### src/rtl/hazard_ctrl_pkg.sv
// Shared types and constants for the pipeline hazard/sequencing controller.
package hazard_ctrl_pkg;

  localparam int STATE_W = 2;

  typedef enum logic [STATE_W-1:0] {
    ST_IDLE     = 2'd0,
    ST_RUN      = 2'd1,
    ST_MEM_WAIT = 2'd2,
    ST_FAULT    = 2'd3
  } state_e;

  localparam logic [4:0] REG_ZERO = 5'd0;

  // $zero is never a real producer, so a lw targeting it cannot create a hazard.
  function automatic logic load_use_hit(
    input logic       ex_memread,
    input logic [4:0] ex_rt,
    input logic [4:0] id_rs,
    input logic [4:0] id_rt,
    input logic       id_uses_rt
  );
    return ex_memread && (ex_rt != REG_ZERO) &&
           ((ex_rt == id_rs) || (id_uses_rt && (ex_rt == id_rt)));
  endfunction

endpackage

### src/rtl/hazard_ctrl_mem_wait_timer.sv
// Counts consecutive un-acked memory cycles; expired_o fires on the cycle that
// would bring the count to MEM_TIMEOUT.
module mem_wait_timer #(
  parameter int MEM_TIMEOUT = 16
) (
  input  logic clk_i,
  input  logic rst_i,
  input  logic clear_i,
  input  logic inc_i,
  output logic expired_o
);

  localparam int W = $clog2(MEM_TIMEOUT + 1);
  localparam logic [W-1:0] LAST = W'(MEM_TIMEOUT - 1);

  logic [W-1:0] cnt_q;
  logic [W-1:0] cnt_d;

  always_comb begin
    cnt_d = cnt_q;
    if (clear_i)    cnt_d = '0;
    else if (inc_i) cnt_d = cnt_q + 1'b1;
  end

  always_ff @(posedge clk_i) begin
    if (rst_i) cnt_q <= '0;
    else       cnt_q <= cnt_d;
  end

  assign expired_o = inc_i && !clear_i && (cnt_q == LAST);

endmodule

### src/rtl/hazard_ctrl.sv
// 5-stage pipeline sequencing controller: memory stalls, load-use bubbles, ID
// flushes, run gating and memory timeout. HAZARD_CTRL_PERF_EN adds perf counters.
module hazard_ctrl
  import hazard_ctrl_pkg::*;
#(
  parameter int MEM_TIMEOUT = 16,
  parameter int CNT_W       = 32
) (
  input  logic             clk_i,
  input  logic             rst_i,
  input  logic             start_i,
  input  logic [4:0]       id_rs_i,
  input  logic [4:0]       id_rt_i,
  input  logic             id_uses_rt_i,
  input  logic             ex_memread_i,
  input  logic [4:0]       ex_rt_i,
  input  logic             id_branch_taken_i,
  input  logic             id_jump_i,
  input  logic             mem_access_i,
  input  logic             mem_ack_i,
  output logic             pc_write_o,
  output logic             if_id_write_o,
  output logic             if_id_flush_o,
  output logic             id_ex_bubble_o,
  output logic             pipe_hold_o,
  output logic             mem_req_o,
  output logic             timeout_o,
  output logic [STATE_W-1:0] state_o,
  output logic [CNT_W-1:0] stall_cnt_o,
  output logic [CNT_W-1:0] flush_cnt_o
);

  state_e state_q;
  logic   timeout_q;
  logic   active;
  logic   mem_stall;
  logic   load_use;
  logic   expired;

  assign active    = (state_q == ST_RUN) || (state_q == ST_MEM_WAIT);
  assign mem_stall = active && mem_access_i && !mem_ack_i;
  assign load_use  = load_use_hit(ex_memread_i, ex_rt_i, id_rs_i, id_rt_i, id_uses_rt_i);

  mem_wait_timer #(.MEM_TIMEOUT(MEM_TIMEOUT)) u_timer (
    .clk_i     (clk_i),
    .rst_i     (rst_i),
    .clear_i   (!mem_stall),
    .inc_i     (mem_stall),
    .expired_o (expired)
  );

  // Mealy outputs; priority is memory stall, then load-use, then flush.
  always_comb begin
    pc_write_o     = 1'b0;
    if_id_write_o  = 1'b0;
    if_id_flush_o  = 1'b0;
    id_ex_bubble_o = 1'b0;
    pipe_hold_o    = 1'b1;
    mem_req_o      = 1'b0;
    if (active) begin
      mem_req_o   = mem_access_i;
      pipe_hold_o = 1'b0;
      if (mem_stall) begin
        pipe_hold_o = 1'b1;
      end else if (load_use) begin
        id_ex_bubble_o = 1'b1;
      end else begin
        pc_write_o    = 1'b1;
        if_id_write_o = 1'b1;
        if_id_flush_o = id_branch_taken_i | id_jump_i;
      end
    end
  end

  always_ff @(posedge clk_i) begin
    if (rst_i) begin
      state_q   <= ST_IDLE;
      timeout_q <= 1'b0;
    end else begin
      case (state_q)
        ST_IDLE: if (start_i) state_q <= ST_RUN;
        ST_RUN, ST_MEM_WAIT: begin
          if (expired) begin
            state_q   <= ST_FAULT;
            timeout_q <= 1'b1;
          end else if (mem_stall) begin
            state_q <= ST_MEM_WAIT;
          end else if (!start_i) begin
            state_q <= ST_IDLE;
          end else begin
            state_q <= ST_RUN;
          end
        end
        ST_FAULT: state_q <= ST_FAULT;
        default:  state_q <= ST_IDLE;
      endcase
    end
  end

  assign state_o   = state_q;
  assign timeout_o = timeout_q;

`ifdef HAZARD_CTRL_PERF_EN
  logic [CNT_W-1:0] stall_cnt_q;
  logic [CNT_W-1:0] flush_cnt_q;

  // Saturating counters so long runs never wrap to a misleading small value.
  always_ff @(posedge clk_i) begin
    if (rst_i) begin
      stall_cnt_q <= '0;
      flush_cnt_q <= '0;
    end else begin
      if (active && !pc_write_o && (stall_cnt_q != '1)) stall_cnt_q <= stall_cnt_q + 1'b1;
      if (if_id_flush_o && (flush_cnt_q != '1))         flush_cnt_q <= flush_cnt_q + 1'b1;
    end
  end

  assign stall_cnt_o = stall_cnt_q;
  assign flush_cnt_o = flush_cnt_q;
`else
  assign stall_cnt_o = '0;
  assign flush_cnt_o = '0;
`endif

endmodule

### config.mk
export PLATFORM = sky130hd
export DESIGN_NAME = hazard_ctrl
export DESIGN_NICKNAME = d
export VERILOG_FILES = /design/src/rtl/hazard_ctrl_pkg.sv /design/src/rtl/hazard_ctrl_mem_wait_timer.sv /design/src/rtl/hazard_ctrl.sv
export SDC_FILE = /design/constraint.sdc
export NUM_CORES = 1
export LEC_CHECK = 0
export CORE_UTILIZATION = 28
export DETAILED_ROUTE_END_ITERATION = 8
export PLACE_DENSITY_LB_ADDON = 0.1
export SLEW_MARGIN = 30
export SYNTH_ARGS = -nofsm -noshare
export SYNTH_HDL_FRONTEND = slang
export SYNTH_SLANG_ARGS = --single-unit
### constraint.sdc
create_clock -name clk_i -period 1.5 [get_ports clk_i]
set_input_delay 0.3 -clock clk_i [delete_from_list [all_inputs] [get_ports clk_i]]
set_output_delay 0.3 -clock clk_i [all_outputs]
set_load 0.01 [all_outputs]
== After elaboration in Yosys (flattened, before gate mapping) ==
Index checks and enable logic that the tools add are counted.
Cells by class
  add/sub/neg operators: 1
  eq/ne operators: 7
  mux-type cells: 17
  bitwise operators: 2
  reductions and logical operators: 14
Operator list (count)
  $mux 1: 13
  $eq 5x5->1: 2
  $logic_and 1x1->1: 6
  $mux 2: 3
  $pmux 2 s3: 1
  $add 5x1->5 const B: 1
  $eq 5x4->1 const B: 1
  $reduce_bool 5->1: 1
  $eq 2x2->1 const B: 2
  $reduce_or 2->1: 2
  $eq 2x1->1 const B: 1
  $logic_not 2->1: 1
  $logic_or 1x1->1: 2
  $ne 2x2->1 const B: 1
  $reduce_and 2->1: 1
  $logic_not 1->1: 1
  $not 1->1: 1
  $or 1x1->1: 1
Word-level totals
  bits in registers: 8
  input bits: 24
  output and inout port bits: 73
  word-level logic and storage cells: 44

== Longest topological paths before layout ==
Gate-level depths: netlist of the first run.
  word-level depth: 7
  mapped depth: 7
  mapped depth without buffers: 7

== Cells and area by module ==
From an unflattened synthesis of the first run, not the netlist that was laid out.
Second synthesis, totals
  cells, all modules: 137
  area, all modules: 1123.6 um^2
Modules (own cells, without submodules)
  hazard_ctrl: times used 1, cells each 112, area an instance 848.3 um^2, seq. area each 60.1 um^2
  mem_wait_timer: times used 1, cells each 25, area an instance 275.3 um^2, seq. area each 100.1 um^2

== Worst setup path before layout of the first run ==
Ideal clock, no wire load.
  kind: input -> output
  start point: in ex_rt_i[1]
  end point: out pc_write_o
  arrival: 1443 ps
  required time: 1200 ps
  setup slack: -243 ps
  stages on the path: 4
  path buffers: 1
  cell sequence: or4_1 o21a_1 a21oi_1 buf_4
On the way
  longest elaborated chain between the ends: 7
  elaborated cells between the ends (all ways): 10
  classes of those cells: eq/ne (2); mux (3); reduce/logical (5)
Ends and longest elaborated chain
  start: declaration: RTL line hazard_ctrl.sv:16  | input logic [4:0] ex_rt_i,
  $eq 5x5->1: RTL line hazard_ctrl_pkg.sv:24  | ((ex_rt == id_rs) || (id_uses_rt && (ex_rt == id_rt)));
  $logic_and 1x1->1: RTL line hazard_ctrl_pkg.sv:24
  $logic_or 1x1->1: RTL line hazard_ctrl_pkg.sv:24
  $logic_and 1x1->1 (*): RTL line hazard_ctrl_pkg.sv:23  | return ex_memread && (ex_rt != REG_ZERO) &&
  $mux 1 (*) (3 in series)
  end: declaration: RTL line hazard_ctrl.sv:21  | output logic pc_write_o,
Mark *: on every way between the ends. The rest lies on a longest branch, timed or not.

== Final worst setup path of the first run ==
  start point: in ex_rt_i[3]
  end point: out if_id_flush_o
On the way
  longest elaborated chain between the ends: 7
  elaborated cells between the ends (all ways): 10
  classes of those cells: eq/ne (2); mux (3); reduce/logical (5)
Ends and longest elaborated chain
  $eq 5x5->1: RTL line hazard_ctrl_pkg.sv:24
  $logic_and 1x1->1: RTL line hazard_ctrl_pkg.sv:24
  $logic_or 1x1->1: RTL line hazard_ctrl_pkg.sv:24
  $logic_and 1x1->1 (*): RTL line hazard_ctrl_pkg.sv:23
  $mux 1 (*): RTL line hazard_ctrl.sv:65  | end else if (load_use) begin
  $mux 1 (*): RTL line hazard_ctrl.sv:63  | if (mem_stall) begin
  $mux 1 (*): RTL line hazard_ctrl.sv:60  | if (active) begin
  end: declaration: RTL line hazard_ctrl.sv:23  | output logic if_id_flush_o,
Marked as above.

==> run metrics, run 1 <==
run status finished with violations; failing checks setup timing; cts hold-fix bufs 0; Tcrit/Tclk final 117%; first-pass GRT wire length 2.52 mm; CP endpoint kind output pin; DR iter-0 viols 2; Final min period 1750 ps; cell count after synthesis 133; die area 3980 sq um; root buf cell clkbuf_8; initial antenna violation count 0; drt drc 0; Placed Instances 223; die height 63.1 microns; Max-Cap Viols 0; met2 GRT Util 13.6%; Reg power frac 27.9%; worst hold-check path type flip-flop to flip-flop; met3 Use GR 5.25%; H-tree levels 1; IO Count 97; CTS tree built; R2R Setup Slk 30 ps; Reg-to-Reg Start state_o[0]; reg2reg end timeout_o; M1 GR Usage 7.51%; drt total wl 1.72 mm; Critical Path RT 1200 ps; Int Power 0.538 mW; wire per inst 7.53 microns; Detail Placement HPWL 1.52 mm; ANT nets after route 0; hold_sp u_timer.cnt_q[0]; pre-CTS setup slack -1050 ps; P&R area growth vs syn 27.7%; Crit Path Class input port to output pin; Pwr Density 597 nW/um^2; Final Max Tran Viols 0; Net Switching 0.258 mW; clk_skew 2.37 ps; Final Net Count 213; largest net degree at the start of global routing 6; I/O Buffers 32; Clock Path Buffers 2; drt via density 3.36; mapped cell area 1040 sq um; setup slack after layout -248 ps; Crit Path Max Fanout 3; Leak 0.682 nW; share of total power in the clock network 32.9%; Post-Syn Area per Cell 7.86 sq um; RSZ-0062 raised after global routing yes; detailed-route via count 765; ant diodes 0; R2R cell count 8; Rows 21; clk sinks 8; drt pass-1 iters 2; CP arrival 1450 ps; Final Hold Vio Count 0; Synth warnings 0; sequential area share after synthesis 15.3%; final cell count without fillers 228; vias in the first global route 630; top cells by area, synth buf_4 47%, dfxtp_1 15%, xnor2_1 9.2%, ha_1 6.0%, nor2_1 3.2%; FMAX 572 MHz; CTS Buf Count 3; remaining global-route overflow 0; CORE AREA 3440 sq um; Top Usage Layer GRT met2; CP Capture Point if_id_flush_o; Worst setup SP type input port; Hold WS 437 ps; Max IR drop VDD 0.208 mV; Netlist cell types 25; combinational fraction of design power 39.3%; crit path from ex_rt_i[3]; Skew-Pair Late Insertion Delay 230 ps; Die X 63.1 microns; Net Sw Frac 32.4%; clock-pin slew on the worst setup and hold paths 40 ps; Setup-failing EPs final 5; top-area cell type share of the netlist area 46.7%; leading area contributor after synthesis buf_4; Synth Register Bits 8; final estimated routing congestion in global placement 0.807; layout cell share with drive strength beyond 1 24.7%; Starting Density 30.4%; All-Layer GR Usage 8.13%
## sequential cells by signal (all words and copies together), names as in the netlist
name / count
state_o: 2
timeout_o: 1
u_timer.cnt_q: 5
## metrics by stage
stage	total power, mW	util (%)	instance area (sq um)	setup TNS [ps]
floorplan	0.511	-	1280	-284
global placement	0.537	37.2	1280	-5430
detailed placement	0.538	37.2	1280	-5390
CTS	0.794	37.7	1300	-1080
global route	0.842	38.7	1330	-1280
finish	0.796	38.7	1330	-963
## power by group through the flow
stage | sequential (mW) | clock, mW | combinational [mW]
2_1_floorplan | 0.228 | 0 | 0.283
3_3_place_gp | 0.225 | 0 | 0.312
3_5_place_dp | 0.225 | 0 | 0.313
4_1_cts | 0.223 | 0.269 | 0.302
5_1_grt | 0.222 | 0.275 | 0.345
6_report | 0.222 | 0.262 | 0.313
## synthesized netlist by cell type (all sizes together)
master,instances
o22ai,1
a211oi,1
buf,65
and2,2
and3,2
nand3,2
o211ai,1
xor2,1
nand2b,2
nand3b,1
inv,8
xnor2,11
conb,1
dfxtp,8
or4,1
nor2,9
o21a,1
nand4,1
a21oi,3
nand2,2
or2,1
o21ai,2
o21ba,1
mux2i,1
ha,5
## cell usage in the layout, fill, tap and decap left out, types with 2 or more instances in the layout
cell and count:
a21oi_1 2, and3_1 2, buf_2 8, buf_4 15
buf_6 3, clkbuf_8 3, clkdlybuf4s50_1 9, conb_1 64
dfxtp_1 4, dfxtp_2 3, dlygate4sd2_1 13, ha_1 3
ha_4 2, inv_1 5, inv_2 2, nand2_1 2
nand2b_1 2, nand3_1 2, nor2_1 9, o21ai_1 2
xnor2_1 11
## repair_timing
action                     in CTS  in global routing
buffers inserted                0                  2
setup endpoints to repair       8                  6
pin swaps                      18                  8
resized for setup              65                  8
## worst max-delay path, stage by stage
cell	delay (ps)
buf_6	90
or4_4	520
o21a_1	220
a211oi_2	170
buf_2	150
## cell families after synthesis
logic type	Yosys count	share of synthesized area [%]
buffers and inverters	73	49.6
AND/OR/NAND/NOR	23	11.1
XOR/XNOR	12	10.1
AO/OA/AOI/OAI	10	6.59
flip-flops	8	15.3
adder cells (fa/ha/maj)	5	5.99
other	1	0.359
multiplexers	1	0.958
## worst min path at each step
stage | cells after the start | slack, ps | endpoint
floorplan | 1 | 370 | state_o[0]
global placement | 1 | 430 | u_timer.cnt_q[0]
detailed placement | 1 | 440 | u_timer.cnt_q[0]
CTS | 1 | 450 | u_timer.cnt_q[0]
global route | 1 | 460 | u_timer.cnt_q[0]
finish | 1 | 440 | u_timer.cnt_q[0]
## per-layer routing
metal / up-vias / routed length, microns / share of wire (%)
met5: - / 0 / 0
met4: 0 / 29 / 1.7
met3: 3 / 266 / 15
met2: 53 / 814 / 47
met1: 322 / 607 / 35
li1: 387 / - / -
## area by class of cell
type / count / area (sq um)
fillers: 395 / 2110
well taps: 46 / 57.6
multi-input cells: 115 / 644
inverters: 8 / 32.5
repair buffers: 48 / 390
clock buffers: 3 / 41.3
flip-flops and latches: 8 / 168
No activity file was read; power rests on OpenSTA's default activity.
==> run 2: changes to the inputs <==
--- a/config.mk
+++ b/config.mk
@@ -7,6 +7,7 @@
 export LEC_CHECK = 0
 export CORE_UTILIZATION = 28
 export DETAILED_ROUTE_END_ITERATION = 8
+export GPL_TIMING_DRIVEN = 0
 export PLACE_DENSITY_LB_ADDON = 0.1
 export SLEW_MARGIN = 30
 export SYNTH_ARGS = -nofsm -noshare
==> run 2 against run 1 <==
Against the previous run: the flow still finishes with violations (setup timing); routed wire length up 7.1%; register-to-register slack improved by 130 ps; cell count increased by 24%; final area up 32%; sequential share of layout area fell by 3.3 points; maximum frequency decreased by 3.4%; largest cell class is now buffers.
==> run metrics, run 2 (synthesis gave the netlist of run 1 again) <==
Starting Density 30.4%; RSZ-0062 raised after global routing yes; vias in the first global route 795; wire per inst 6.50 microns; Worst setup SP type input port; Placed Instances 274; ant diodes 0; Tcrit/Tclk final 121%; hold_sp u_timer.cnt_q[0]; Final min period 1810 ps; FMAX 552 MHz; crit path from ex_rt_i[4]; CTS Buf Count 3; ANT nets after route 0; first-pass GRT wire length 3.02 mm; Setup-failing EPs final 4; IO Count 97; detailed-route via count 891; Final Hold Vio Count 0; CORE AREA 3440 sq um; Final Max Tran Viols 0; Critical Path RT 1200 ps; Skew-Pair Late Insertion Delay 220 ps; drt total wl 1.84 mm; Slowest-stage cell, CP or4_4; final cell count without fillers 283; H-tree levels 1; R2R cell count 7; Max-Cap Viols 0; I/O Buffers 32; worst hold-check path type flip-flop to flip-flop; drt pass-1 iters 2; pre-CTS setup slack -1180 ps; reg2reg end state_o[0]; commonest non-fill, non-tap cell in the layout buf_4; Hold WS 414 ps; top register by number of flip-flops u_timer.cnt_q; All-Layer GR Usage 9.16%; die height 63.1 microns; run status finished with violations; P&R area growth vs syn 68.4%; Rows 21; total power 0.901 mW; Largest stage delay, worst path 520 ps; Clock Path Buffers 2; largest net degree at the start of global routing 6; R2R Setup Slk 160 ps; CP arrival 1510 ps; Hold Path Sink u_timer.cnt_q[0]; Pwr Density 512 nW/um^2; Max IR drop VDD 0.213 mV; Final Net Count 268; remaining global-route overflow 0; Detail Placement HPWL 1.68 mm; DR iter-0 viols 9; Leak 1.03 nW; drt via density 3.15; setup slack after layout -310 ps; Crit Path Class input port to output pin; CTS tree built; drt drc 0; root buf cell clkbuf_8; Crit Path Max Fanout 3; Die X 63.1 microns; Core Util, Final 51.1%; clk_skew 2.03 ps; clk sinks 8; final estimated routing congestion in global placement 0.739; commonest non-fill, non-tap cells in the layout 71 x buf_4, 64 x conb_1, 11 x xnor2_1; clock-pin slew on the worst setup and hold paths 40 ps; Hold Path Depth 1; die area 3980 sq um; layout cell share with drive strength beyond 1 41.8%; failing checks setup timing; cts hold-fix bufs 0; Reg-to-Reg Start u_timer.cnt_q[0]; number of flip-flops in the largest register 5; initial antenna violation count 0; worst path cell trace buf_8 -> or4_4 -> o21a_1 -> a21oi_2 -> buf_4 -> buf_6; CP endpoint kind output pin
## run 2: changes by cell type in the layout (fill, tap and decap cells not counted)
cell and change:
ha_2 +1, o21ai_1 -1, dfxtp_4 -1, buf_2 -2, ha_4 -1, dfxtp_1 +1, buf_8 +1, dlygate4sd2_1 -3
buf_4 +56, clkdlybuf4s50_1 -1, dlymetal6s2s_1 +4, o21ai_0 +1
## run 2: power breakdown
group          total (mW)  internal, mW  switching, mW
clock network       0.250         0.173         0.0766
logic               0.428         0.244          0.184
registers           0.223         0.220        0.00354
total               0.901         0.637          0.264
## run 2: worst max path at each step
stage | to | slack [ps] | cells past startpoint
after CTS | pc_write_o | -350 | 6
final | pc_write_o | -310 | 6
after floorplan | pc_write_o | -160 | 4
after global routing | pc_write_o | -340 | 6
after detailed placement | pc_write_o | -1180 | 6
after global placement | pc_write_o | -1190 | 6
## run 2: critical path, delay by kind of cell
| kind | cells | cell delay, ps |
|---|---|---|
| AOI/OAI and AO/OA | 2 | 380 |
| and+or+nand+nor | 1 | 520 |
| buffers and inverters | 3 | 310 |
## run 2: area by class of cell
| class | count | area, sq um |
|---|---|---|
| tap | 46 | 57.6 |
| sequential | 8 | 164 |
| clock buffer | 3 | 41.3 |
| fill | 369 | 1680 |
| timing repair buffer | 38 | 342 |
| inverter | 8 | 32.5 |
| multi-input combinational | 115 | 634 |
| buffer | 65 | 488 |
## run 2: stage by stage
step                setup TNS, ps  cell area (sq um)
detailed placement          -5170               1660
CTS                         -1200               1730
floorplan                    -284               1280
global placement            -5260               1660
finish                      -1050               1760
global route                -1180               1760
## run 2: layer usage
| metal | routed length [microns] | vias to the layer above | GRT usage (%) |
|---|---|---|---|
| met5 | 0 | - | 0 |
| met1 | 655 | 344 | 8.91 |
| met2 | 933 | 50 | 17.5 |
| li1 | - | 497 | - |
| met3 | 250 | 0 | 4.17 |
| met4 | 0 | 0 | 1.74 |
## run 2: timing repair
item | CTS | global route
pin swaps | 17 | 7
setup endpoints to repair | 6 | 8
resized for setup | 67 | 7
buffers inserted | 4 | 2
